[src/rtl/mem_stage_pkg.sv]
// Shared bus layouts, load-op encoding and exception codes for the memory stage.
package mem_stage_pkg;

    // Execute-to-memory payload; the low 119 bits double as the writeback layout.
    typedef struct packed {
        logic [1:0]  addr_lo;
        logic [4:0]  load_op;
        logic        mem_req;
        logic [31:0] vaddr;
        logic [8:0]  esubcode;
        logic [5:0]  ecode;
        logic        ex;
        logic        csr_re;
        logic        rf_we;
        logic [4:0]  dest;
        logic [31:0] result;
        logic [31:0] pc;
    } es_to_ms_t;

    localparam int ES_TO_MS_BUS_WD = $bits(es_to_ms_t);
    localparam int MS_TO_WS_BUS_WD = 119;
    localparam int MS_FORWARD_WD   = 42;

    localparam int LOAD_B  = 0;
    localparam int LOAD_H  = 1;
    localparam int LOAD_W  = 2;
    localparam int LOAD_BU = 3;
    localparam int LOAD_HU = 4;

    localparam logic [5:0] ECODE_INT  = 6'h00;
    localparam logic [5:0] ECODE_PIL  = 6'h01;
    localparam logic [5:0] ECODE_PIS  = 6'h02;
    localparam logic [5:0] ECODE_PIF  = 6'h03;
    localparam logic [5:0] ECODE_PME  = 6'h04;
    localparam logic [5:0] ECODE_PPI  = 6'h07;
    localparam logic [5:0] ECODE_ADE  = 6'h08;
    localparam logic [5:0] ECODE_ALE  = 6'h09;
    localparam logic [5:0] ECODE_SYS  = 6'h0b;
    localparam logic [5:0] ECODE_BRK  = 6'h0c;
    localparam logic [5:0] ECODE_INE  = 6'h0d;
    localparam logic [5:0] ECODE_TLBR = 6'h3f;

endpackage

[src/rtl/mem_stage_load_extract.sv]
// Selects the addressed byte/half of a load response and sign/zero-extends it.
module load_extract
    import mem_stage_pkg::*;
(
    input  logic [4:0]  load_op,
    input  logic [1:0]  addr_lo,
    input  logic [31:0] rdata,
    output logic [31:0] result
);

    logic signed [7:0]  byte_sel;
    logic signed [15:0] half_sel;

    always_comb begin
        case (addr_lo)
            2'd0:    byte_sel = rdata[7:0];
            2'd1:    byte_sel = rdata[15:8];
            2'd2:    byte_sel = rdata[23:16];
            default: byte_sel = rdata[31:24];
        endcase
        half_sel = addr_lo[1] ? rdata[31:16] : rdata[15:0];

        result = rdata;
        if (load_op[LOAD_B])
            result = 32'(byte_sel);
        else if (load_op[LOAD_BU])
            result = {24'h0, byte_sel};
        else if (load_op[LOAD_H])
            result = 32'(half_sel);
        else if (load_op[LOAD_HU])
            result = {16'h0, half_sel};
    end

endmodule

[src/rtl/mem_stage.sv]
// Memory pipeline stage: waits for the data-SRAM response, extracts load data,
// and drops responses that belong to flushed instructions.
module mem_stage
    import mem_stage_pkg::*;
#(
    parameter int DISCARD_W = 2
) (
    input  logic                       clk,
    input  logic                       reset,
    output logic                       ms_allowin,
    input  logic                       es_to_ms_valid,
    input  logic [ES_TO_MS_BUS_WD-1:0] es_to_ms_bus,
    input  logic                       ws_allowin,
    output logic                       ms_to_ws_valid,
    output logic [MS_TO_WS_BUS_WD-1:0] ms_to_ws_bus,
    input  logic                       data_sram_data_ok,
    input  logic [31:0]                data_sram_rdata,
    input  logic                       wb_flush,
    output logic [MS_FORWARD_WD-1:0]   ms_forward
);

    localparam logic [DISCARD_W-1:0] DISCARD_ONE = DISCARD_W'(1);

    es_to_ms_t             ms_bus_p1;
    logic                  ms_valid;
    logic                  buf_valid;
    logic [31:0]           rdata_buf;
    logic [DISCARD_W-1:0]  discard_cnt;

    logic                  discard_busy;
    logic                  resp_ok;
    logic                  ms_ready_go;
    logic                  capture;
    logic                  leave;
    logic                  buf_load;
    logic                  discard_inc;
    logic                  discard_dec;
    logic                  load_pending;
    logic [31:0]           load_rdata;
    logic [31:0]           load_result;
    logic [31:0]           final_result;

    // A response only belongs to the current instruction once all stale ones are drained.
    assign discard_busy = (discard_cnt != '0);
    assign resp_ok      = data_sram_data_ok & ~discard_busy;

    assign ms_ready_go    = ~ms_bus_p1.mem_req | ms_bus_p1.ex | buf_valid | resp_ok;
    assign ms_allowin     = ~discard_busy & (~ms_valid | (ms_ready_go & ws_allowin));
    assign ms_to_ws_valid = ms_valid & ms_ready_go & ~wb_flush;

    assign capture  = es_to_ms_valid & ms_allowin;
    assign leave    = ms_valid & ms_ready_go & ws_allowin;
    assign buf_load = ms_valid & ms_bus_p1.mem_req & ~buf_valid & resp_ok;

    assign discard_inc = wb_flush & ms_valid & ms_bus_p1.mem_req & ~ms_bus_p1.ex
                       & ~buf_valid & ~data_sram_data_ok;
    assign discard_dec = data_sram_data_ok & discard_busy;

    // ---- stage register ----
    always_ff @(posedge clk) begin
        if (reset)
            ms_valid <= 1'b0;
        else if (wb_flush)
            ms_valid <= 1'b0;
        else if (ms_allowin)
            ms_valid <= es_to_ms_valid;
    end

    always_ff @(posedge clk) begin
        if (capture)
            ms_bus_p1 <= es_to_ms_t'(es_to_ms_bus);
    end

    // ---- response buffer and stale-response counter ----
    always_ff @(posedge clk) begin
        if (reset)
            buf_valid <= 1'b0;
        else if (capture | leave | wb_flush)
            buf_valid <= 1'b0;
        else if (buf_load)
            buf_valid <= 1'b1;
    end

    always_ff @(posedge clk) begin
        if (buf_load)
            rdata_buf <= data_sram_rdata;
    end

    always_ff @(posedge clk) begin
        if (reset)
            discard_cnt <= '0;
        else if (discard_inc & ~discard_dec & ~(&discard_cnt))
            discard_cnt <= discard_cnt + DISCARD_ONE;
        else if (discard_dec & ~discard_inc)
            discard_cnt <= discard_cnt - DISCARD_ONE;
    end

    discard_cnt_no_overflow: assert property (@(posedge clk) disable iff (reset)
        !(discard_inc && !discard_dec && (&discard_cnt)));

    // ---- result formation ----
    assign load_rdata = buf_valid ? rdata_buf : data_sram_rdata;

    load_extract u_load_extract (
        .load_op (ms_bus_p1.load_op),
        .addr_lo (ms_bus_p1.addr_lo),
        .rdata   (load_rdata),
        .result  (load_result)
    );

    assign final_result = (|ms_bus_p1.load_op) ? load_result : ms_bus_p1.result;
    assign load_pending = ms_valid & (|ms_bus_p1.load_op) & ~ms_ready_go;

    assign ms_to_ws_bus = {ms_bus_p1.vaddr, ms_bus_p1.esubcode, ms_bus_p1.ecode,
                           ms_bus_p1.ex, ms_bus_p1.csr_re, ms_bus_p1.rf_we,
                           ms_bus_p1.dest, final_result, ms_bus_p1.pc};

    assign ms_forward = {ms_bus_p1.ex & ms_valid, ms_bus_p1.csr_re, load_pending,
                         ms_bus_p1.rf_we, ms_bus_p1.dest, final_result, ms_valid};

endmodule
[config.mk]
export PLATFORM = sky130hd
export DESIGN_NAME = mem_stage
export DESIGN_NICKNAME = d
export VERILOG_FILES = /design/src/rtl/mem_stage_pkg.sv /design/src/rtl/mem_stage_load_extract.sv /design/src/rtl/mem_stage.sv
export SDC_FILE = /design/constraint.sdc
export NUM_CORES = 1
export LEC_CHECK = 0
export ABC_AREA = 0
export BUFFER_PORTS_ARGS = -buffer_cell sky130_fd_sc_hd__buf_2
export CAP_MARGIN = 20
export CORE_MARGIN = 10
export CORE_UTILIZATION = 43
export CTS_CLUSTER_DIAMETER = 30
export CTS_CLUSTER_SIZE = 20
export DETAILED_ROUTE_END_ITERATION = 10
export PLACE_DENSITY = 0.81
export SYNTH_ARGS = -nofsm -noshare
export SYNTH_HDL_FRONTEND = slang
export SYNTH_SLANG_ARGS = --single-unit
[constraint.sdc]
create_clock -name clk -period 7.75 [get_ports clk]
set_input_delay 0.775 -clock clk [delete_from_list [all_inputs] [get_ports clk]]
set_output_delay 0.775 -clock clk [all_outputs]
set_load 0.05 [all_outputs]
# After elaboration in Yosys (flattened, before gate mapping)
# Cells that the tools add are included.
# classes
n_bitwise,39
n_eq_ne,2
n_mux,10
reduce_logical,7
addsub,2
# op_table
op,count
32-bit 2-to-1 mux,6
8-bit case mux with 3 select lines,1
1-bit bitwise AND,22
16-bit 2-to-1 mux,1
1-bit NOT,11
1-bit OR,6
5-bit OR reduction,1
2-bit 2-to-1 mux,2
2-bit nonzero test,2
2-bit OR reduction,2
"2-bit by 1-bit adder with 2-bit output, second input constant",1
"2-bit by 1-bit equality test with 1-bit output, second input constant",1
"2-bit equality test, second input constant",1
2-bit zero test,1
2-bit AND reduction,1
"2-bit by 1-bit subtractor with 2-bit output, second input constant",1
# totals
word_cells,76
inputBits,165
out_inout_bits,163
reg_bits,163

# Longest topological paths before layout
# Gate-level depths: netlist (run 1).
# depth
word_depth,11
ltp_mapped,8
depth_no_buf,4

# Modules after synthesis
# A second synthesis (run 1) with hierarchy kept.
# hier_totals
cells_unflattened,523
hier_area_um2,7688.6
# modules_own_cells
module,seq_area_each_um2,cells_each,area_per_inst_um2,n_inst
mem_stage,4854.7,399,6975.4,1
load_extract,0.0,124,713.2,1

# Least setup slack after synthesis (run 1)
# No wires, ideal clock.
# synth_timing
kind,reg-to-reg
startpoint,reg buf_valid
endpoint,"reg ms_bus_p1[119] (netlist name), enable pin"
path_buffers,2
stages_incl_launch_ff,6
setup_slack_ps,388
period_less_slack_ps,7362
arrival_time_ps,6730
setup_ps,632
required_time_ps,7118
path_cell_list,dfxtp_1 buf_6 clkbuf_1 nor4b_1 o21ai_0 nor2b_1
# synth_between
elab_chain_len,6
# synth_rtl
element,line_no,source
start: declaration,mem_stage.sv:26,logic buf_valid;
start signal: assignment,mem_stage.sv:77,buf_valid <= 1'b0;
start signal: assignment,mem_stage.sv:79,buf_valid <= 1'b0;
start signal: assignment,mem_stage.sv:81,buf_valid <= 1'b1;
1-bit OR (2 in a row),mem_stage.sv:47,assign ms_ready_go = ~ms_bus_p1.mem_req | ms_bus_p1.ex | buf_valid | resp_ok;
1-bit bitwise AND,mem_stage.sv:48,assign ms_allowin = ~discard_busy & (~ms_valid | (ms_ready_go & ws_allowin));
1-bit OR,mem_stage.sv:48,
1-bit bitwise AND,mem_stage.sv:48,
1-bit bitwise AND,mem_stage.sv:51,assign capture = es_to_ms_valid & ms_allowin;
net capture,mem_stage.sv:33,logic capture;
end signal: assignment,mem_stage.sv:71,ms_bus_p1 <= es_to_ms_t'(es_to_ms_bus);
end: declaration,mem_stage.sv:24,es_to_ms_t ms_bus_p1;
# The timed path passes the listed nets, and every way through them passes these cells.
# A chain may end at the register's enable or synchronous reset.

# Worst setup path after layout (run 1)
# layout_timing
startpoint,reg ms_bus_p1[125] (netlist name)
endpoint,out ms_to_ws_bus[50]
# layout_between
elab_chain_len,4
word_cells_on_any_way,6
classes_between,2 x eq/ne; 3 x mux; 1 x reduce/logical
# layout_rtl
element,line_no,source
"2-bit equality test, or another cell as far along",mem_stage_load_extract.sv:15,case (addr_lo)
8-bit case mux with 3 select lines *,mem_stage_load_extract.sv:15,
32-bit 2-to-1 mux *,mem_stage_load_extract.sv:24,if (load_op[LOAD_B])
32-bit 2-to-1 mux *,mem_stage.sv:111,assign final_result = (|ms_bus_p1.load_op) ? load_result : ms_bus_p1.result;
end: declaration,mem_stage.sv:15,"output logic [MS_TO_WS_BUS_WD-1:0] ms_to_ws_bus,"
# Every way passes the cells marked *; elsewhere a longest branch is shown, timed or not.

==> results of run 1 <==
==> sequential cells by signal, indices dropped and copies added, names as in the netlist <==
signal / count
ms_valid: 1
ms_bus_p1: 40
ms_to_ws_bus: 80
rdata_buf: 32
buf_valid: 1
discard_cnt: 2
ms_forward: 7
==> synth_stat cells (2+ instances only) <==
cell | number | area share
o211ai_1 | 7 | 0.0070
buf_4 | 128 | 0.13
buf_2 | 4 | 0.0027
mux2i_1 | 9 | 0.012
buf_6 | 2 | 0.0030
nor2_1 | 42 | 0.021
a21oi_1 | 21 | 0.014
and2_1 | 2 | 0.0017
nor2b_1 | 2 | 0.0017
nand2_1 | 34 | 0.017
o22ai_1 | 6 | 0.0050
o31a_1 | 7 | 0.0082
a311oi_1 | 2 | 0.0023
o21ai_0 | 5 | 0.0034
nor3b_1 | 3 | 0.0030
or2_2 | 2 | 0.0017
nor3_1 | 2 | 0.0013
nand3_1 | 2 | 0.0013
clkbuf_1 | 12 | 0.0060
a21oi_2 | 10 | 0.012
dfxtp_1 | 4 | 0.011
mux2_2 | 28 | 0.042
mux2_4 | 3 | 0.0060
edfxtp_1 | 159 | 0.64
mux4_2 | 10 | 0.030
inv_1 | 4 | 0.0020
==> final timing paths <==
kind / start / to / slack (ns) / cells past startpoint
setup / recovery: ms_bus_p1[125]$_DFFE_PP_ / ms_to_ws_bus[50] / 3.71 / 4
hold / removal: es_to_ms_bus[108] / ms_to_ws_bus[108]$_DFFE_PP_ / 0.52 / 1
setup reg to reg: buf_valid$_SDFFE_PP0P_ / ms_to_ws_bus[10]$_DFFE_PP_ / 4.34 / 6
hold reg to reg: discard_cnt[1]$_SDFFE_PP0P_ / discard_cnt[0]$_SDFFE_PP0P_ / 0.55 / 2
==> worst max-delay path: cells and delay by family, from the launching register on <==
kind,cells,cell delay (ns)
DFF,1,0.82
buffers and inverters,1,0.27
muxes,1,0.68
AOI/OAI and AO/OA,2,1.07
==> power by group through the flow <==
stage	Combinational [uW]	Clock (uW)	Sequential, uW
detailed placement	515	0	1060
floorplan	433	0	1060
global route	535	871	1050
global placement	509	0	1060
CTS	516	832	1040
finish	512	819	1040
==> cell usage in the layout, fill, tap and decap left out, drive strengths merged, types with 2 or more instances in the layout <==
| master | instances |
|---|---|
| or2 | 2 |
| o21ai | 6 |
| a21oi | 31 |
| nand2 | 34 |
| o22ai | 6 |
| inv | 12 |
| and2 | 2 |
| mux2 | 31 |
| mux4 | 10 |
| nor3 | 2 |
| nor2 | 42 |
| a311oi | 2 |
| clkinv | 6 |
| clkbuf | 17 |
| nand3 | 2 |
| nor2b | 2 |
| dfxtp | 4 |
| nor3b | 3 |
| o211ai | 7 |
| buf | 332 |
| mux2i | 9 |
| o31a | 7 |
| edfxtp | 159 |
| a211oi | 2 |
==> per-layer routing <==
layer	track usage	part of all wire	routed length (um)
met5	0	0.0026	58
met4	0.100	0.044	987
met3	0.0846	0.11	2360
met2	0.308	0.50	11200
met1	0.203	0.34	7620
==> per-stage QoR <==
| step | hold WS (ns) | cell area, um2 |
|---|---|---|
| final | 0.520 | 8990 |
| after global routing | 0.498 | 8990 |
| after CTS | 0.505 | 8990 |
| after detailed placement | 0.544 | 8400 |
| after global placement | 0.537 | 8390 |
| after floorplan | 0.516 | 7470 |
==> cell families (layout without fill, tap and decap cells) <==
family,count (synthesis),in the layout,share of synthesized area
flops,163,163,0.650
buf+inv,151,367,0.143
other cells,0,1,0
mux,50,50,0.0905
compound gates,68,68,0.0640
simple gates,93,93,0.0526
==> layout make-up <==
class,instances,share of cell area
Sequential cell,163,0.540
Timing Repair Buffer,332,0.187
Multi-Input combinational cell,211,0.174
Clock buffer,17,0.0473
Tap cell,225,0.0313
Clock inverter,14,0.0178
Inverter,4,0.00167
Antenna cell,1,0.000278
==> impl_metrics.ini, run 1 <==
[run_status]
outcome = finished clean

[final_layout]
sequential_cell_area_um2 = 4860
flow.area_growth_from_synthesis_pct = 20.4
finish.cell_count_without_fillers = 967
multiInputGateArea_um2 = 1570
fillers = 1496
final_layout_size_suffix_gt1_frac = 0.570
final_core_util = 0.523
finish.net_count = 894

[grt]
grt_start_max_net_pins = 72
grt_overflow = 0
grt_use_total = 0.189
first_global_vias = 5066
global_route_wire_length_before_repair_um = 31700
antenna_found_initial = 6

[timing]
number_of_hold_slack_violations_in_the_final_timing_report = 0
number_of_pins_with_negative_max_slew_slack_in_the_final_report = 0
unrepaired_setup_endpoints_after_global_routing = no
worst_clock_skew_ns = 0.00923
max_slew.worst_pin.slew_ns = 1.04
setup-tns-final_ns = 0
worst_slew_margin_rel = 0.306
finalWorstPathRequiredPeriod_ns = 4.04
total_of_endpoints_with_negative_setup_slack_in_the_final_report = 0
worst_slack_ns = 3.71
max_clock_freq_ghz = 0.248
period_share = 0.521

[clock_network]
htree_num_levels = 4
holdBufCountCts = 0
cts_made_buffers = 17
cts.repair_timing.setup_buffer_count = 0
clock-root-buffer = clkbuf_16
clk_latency_ns = 0.42
num_clock_sinks = 163
clockBufferDepth = 2
tritoncts = yes
cts-resized-gates = 0
clkSlewWorstSetupHoldPaths_ns = 0.07

[power]
p_leak_uw = 0.00370
intPower_uw = 1570
clockPowerShare = 0.345
combinationalPowerShare = 0.216
vdd.ir_drop.worst_mv = 0.140
seqPwrFrac = 0.439
sw_frac_of_total = 0.337
p_switching_uw = 800
fin_total_pwr_uw = 2370
power-per-cell-area_nw_per_um2 = 264

[route]
routed-via-count = 4852
wl_per_cell_um = 22.9
viasPerCell = 5.02
first_iter_violations = 327
number_of_iterations_in_the_first_detailed_routing_pass = 5
drt.antenna.violating_nets = 0
drt_wl_total_um = 22200
drc = 0

[logic_synthesis]
cell_area_synth_um2 = 7470
synth_nets = 690
ys_types = 41
syn_area_per_cell_um2 = 14.2
synth_seq_area_share = 0.650
async_flop_share = 0
dominantRegCellSynth = edfxtp_1
post_synth_inst_count = 525
number_of_enable_type_register_cells_in_the_synthesized_netlist = 159
synth_warnings = 0
yosys_register_bits = 163

[floorplanning]
chipWidth_um = 152
fp.dieArea_um2 = 23000
die_height_um = 152
initial_utilization = 0.435
row_count = 48
io_pins = 328
core-area_um2 = 17200

[worst_setup_path]
crit_path_start_kind = flop
crit_path_top_delay_cell = a211oi_4
timing.setup.critical_path_class = reg2out
cp.arrival_ns = 3.26
setup.worst_path.end_class = primary output
critical-path-max-stage-delay_ns = 0.89
worst-endpoint-required_ns = 6.97
path_max_fanout = 16
critical_path.cell_chain = mux4_2, a211oi_4, a21oi_1, buf_2

[placement]
place_inst = 935
place.detailed.hpwl_um = 17800
portBuffers = 327
gpl.final_weighted_congestion = 0.903
placement.setup.worst_slack_ns = 3.90

[run]
maxCapViolCount = 0

[hold_path]
worstHoldPathType = in2reg
No activity file was read; power rests on OpenSTA's default activity.
==> run 2: changes to the inputs <==
ABC_AREA = 1   (was 0)
CORE_UTILIZATION = 48   (was 43)
PLACE_DENSITY = 0.84   (was 0.81)
clock period = 4 ns   (was 7.75 ns; I/O delays follow)
==> run 2 against run 1 <==
- worst hold slack got worse by 0.38 ns
- sequential cell count unchanged
- setup slack lost 2.9 ns
- final cell count is 19% higher
- power increased by 94%
- critical endpoint is now ms_forward[10]
- highest routed layer unchanged
==> impl_metrics.ini, run 2 <==
[floorplanning]
core-area_um2 = 15800
fp.dieArea_um2 = 21500
die_height_um = 147
chipWidth_um = 147
initial_utilization = 0.487
row_count = 46
io_pins = 328

[timing]
finalWorstPathRequiredPeriod_ns = 3.19
worst_slack_ns = 0.814
max_slew.worst_pin.slew_ns = 0.827
worst_clock_skew_ns = 0.00796
number_of_pins_with_negative_max_slew_slack_in_the_final_report = 0
total_of_endpoints_with_negative_setup_slack_in_the_final_report = 0
number_of_hold_slack_violations_in_the_final_timing_report = 0
setup-tns-final_ns = 0
unrepaired_setup_endpoints_after_global_routing = no
period_share = 0.797
worst_slew_margin_rel = 0.448
max_clock_freq_ghz = 0.314

[worst_setup_path]
crit_path_start_kind = flop
worst-endpoint-required_ns = 3.60
setup.worst_path.end_class = primary output
path_max_fanout = 36
cp.arrival_ns = 2.79
timing.setup.critical_path_class = reg2out
worstRegToRegCells = 5

[final_layout]
final_common_cell = buf_2
finish.net_count = 1086
layout.cells.most_common_list = 327 x buf_2, 243 x nand2_1, 159 x edfxtp_1
final_layout_size_suffix_gt1_frac = 0.422
max_reg_flops = 80
flow.area_growth_from_synthesis_pct = 19.1
finish.cell_count_without_fillers = 1155
final_core_util = 0.579

[logic_synthesis]
async_flop_share = 0
yosysTopAreaCell = edfxtp_1
netlist.area_leader.share = 0.620
number_of_enable_type_register_cells_in_the_synthesized_netlist = 159
syn_area_per_cell_um2 = 10.7
dominantRegCellSynth = edfxtp_1
yosys_register_bits = 163
synth.area.top_cells = edfxtp_1 62%, buf_4 13%, nand2_1 12%
synth_nets = 884
ys_types = 27
ys_top_cells_by_count = 243 x nand2_1, 159 x edfxtp_1, 131 x buf_4
synth_seq_area_share = 0.630
cell_area_synth_um2 = 7700
post_synth_inst_count = 719
synth_warnings = 0
yosys.cell_count.top_type = nand2_1

[clock_network]
clock-root-buffer = clkbuf_16
holdBufCountCts = 0
clockBufferDepth = 2
num_clock_sinks = 163
clkSlewWorstSetupHoldPaths_ns = 0.07
cts-resized-gates = 0
htree_num_levels = 4
clk_latency_ns = 0.42
tritoncts = yes
cts_made_buffers = 17
cts.repair_timing.setup_buffer_count = 0

[run]
maxCapViolCount = 0

[placement]
place.detailed.hpwl_um = 18100
portBuffers = 327
place_inst = 1118
placement.setup.worst_slack_ns = 1.27
gpl.final_weighted_congestion = 0.884

[grt]
grt_start_max_net_pins = 81
grt_overflow = 0
first_global_vias = 5722
grt_use_total = 0.208
antenna_found_initial = 5
global_route_wire_length_before_repair_um = 34000

[hold_path]
min_path_cells = 1
worstHoldPathType = in2reg

[power]
p_leak_uw = 0.00427
power-per-cell-area_nw_per_um2 = 501
vdd.ir_drop.worst_mv = 0.410

[route]
wl_per_cell_um = 19.7
first_iter_violations = 410
routed-via-count = 5447
number_of_iterations_in_the_first_detailed_routing_pass = 5
drc = 0
viasPerCell = 4.72
drt.antenna.violating_nets = 0
drt_wl_total_um = 22800

[run_status]
outcome = finished clean
## run 2: changes by cell type in the layout (fill, tap and decap cells not counted), moves of 7 or more
cell | previous run | this run
nand3_1 | 2 | 17
a21oi_1 | 21 | 9
mux2_2 | 28 | 0
mux2i_1 | 9 | 0
o31a_1 | 7 | 0
mux4_2 | 10 | 0
nor2_1 | 42 | 30
inv_1 | 4 | 36
a21oi_2 | 10 | 0
nand2_1 | 34 | 243
o21ai_0 | 5 | 25
## run 2: area by class of cell
type | instances | area (um2)
Fill cell | 1351 | 6660
Sequential cell | 163 | 4850
Timing Repair Buffer | 332 | 1690
Multi-Input combinational cell | 365 | 1600
Clock buffer | 18 | 429
Tap cell | 216 | 270
Clock inverter | 14 | 163
Inverter | 42 | 158
Antenna cell | 5 | 12.5
## run 2: worst max-delay path: stages, from the launching register on
cell     delay (ns)
dfxtp_1        0.31
buf_4          0.23
inv_2          0.48
nand2_1        0.15
and2_1         0.19
nand3_1        0.14
nand3_4        0.26
nand2_1        0.13
nand2_1        0.07
nand2_1        0.10
buf_2          0.28
## run 2: worst paths after layout
check                                            startpoint                     endpoint  slack, ns
worst max-delay path                 buf_valid$_SDFFE_PP0P_               ms_forward[10]       0.81
worst min-delay path                      es_to_ms_bus[104]  ms_to_ws_bus[104]$_DFFE_PP_       0.14
worst min register to register  discard_cnt[0]$_SDFFE_PP0P_  discard_cnt[0]$_SDFFE_PP0P_       0.51
worst max register to register       buf_valid$_SDFFE_PP0P_      rdata_buf[26]$_DFFE_PP_       1.36
## run 2: cell families after synthesis
logic type | synth area share
AOI/OAI and AO/OA | 0.0393
buffers and inverters | 0.163
DFF | 0.630
and+or+nand+nor | 0.167
## run 2: stage by stage
step / hold slack [ns] / instance area [um2] / power, uW
finish: 0.144 / 9170 / 4590
global route: 0.120 / 9160 / 4740
CTS: 0.127 / 9160 / 4630
detailed placement: 0.505 / 8570 / 3010
global placement: 0.479 / 8570 / 2990
floorplan: 0.468 / 7710 / 2840
## run 2: power by group
group          switching, uW  total (uW)  internal, uW
combinational            757         960           203
sequential              27.3        2000          1970
clock                    738        1630           892
total                   1520        4590          3070
## run 2: per-layer routing
metal / vias up / wire length [um] / GRT usage
li1: 2642 / - / -
met1: 2511 / 7700 / 0.206
met2: 263 / 12200 / 0.377
met3: 27 / 2480 / 0.0986
met4: 4 / 437 / 0.0606
met5: - / 21 / 0
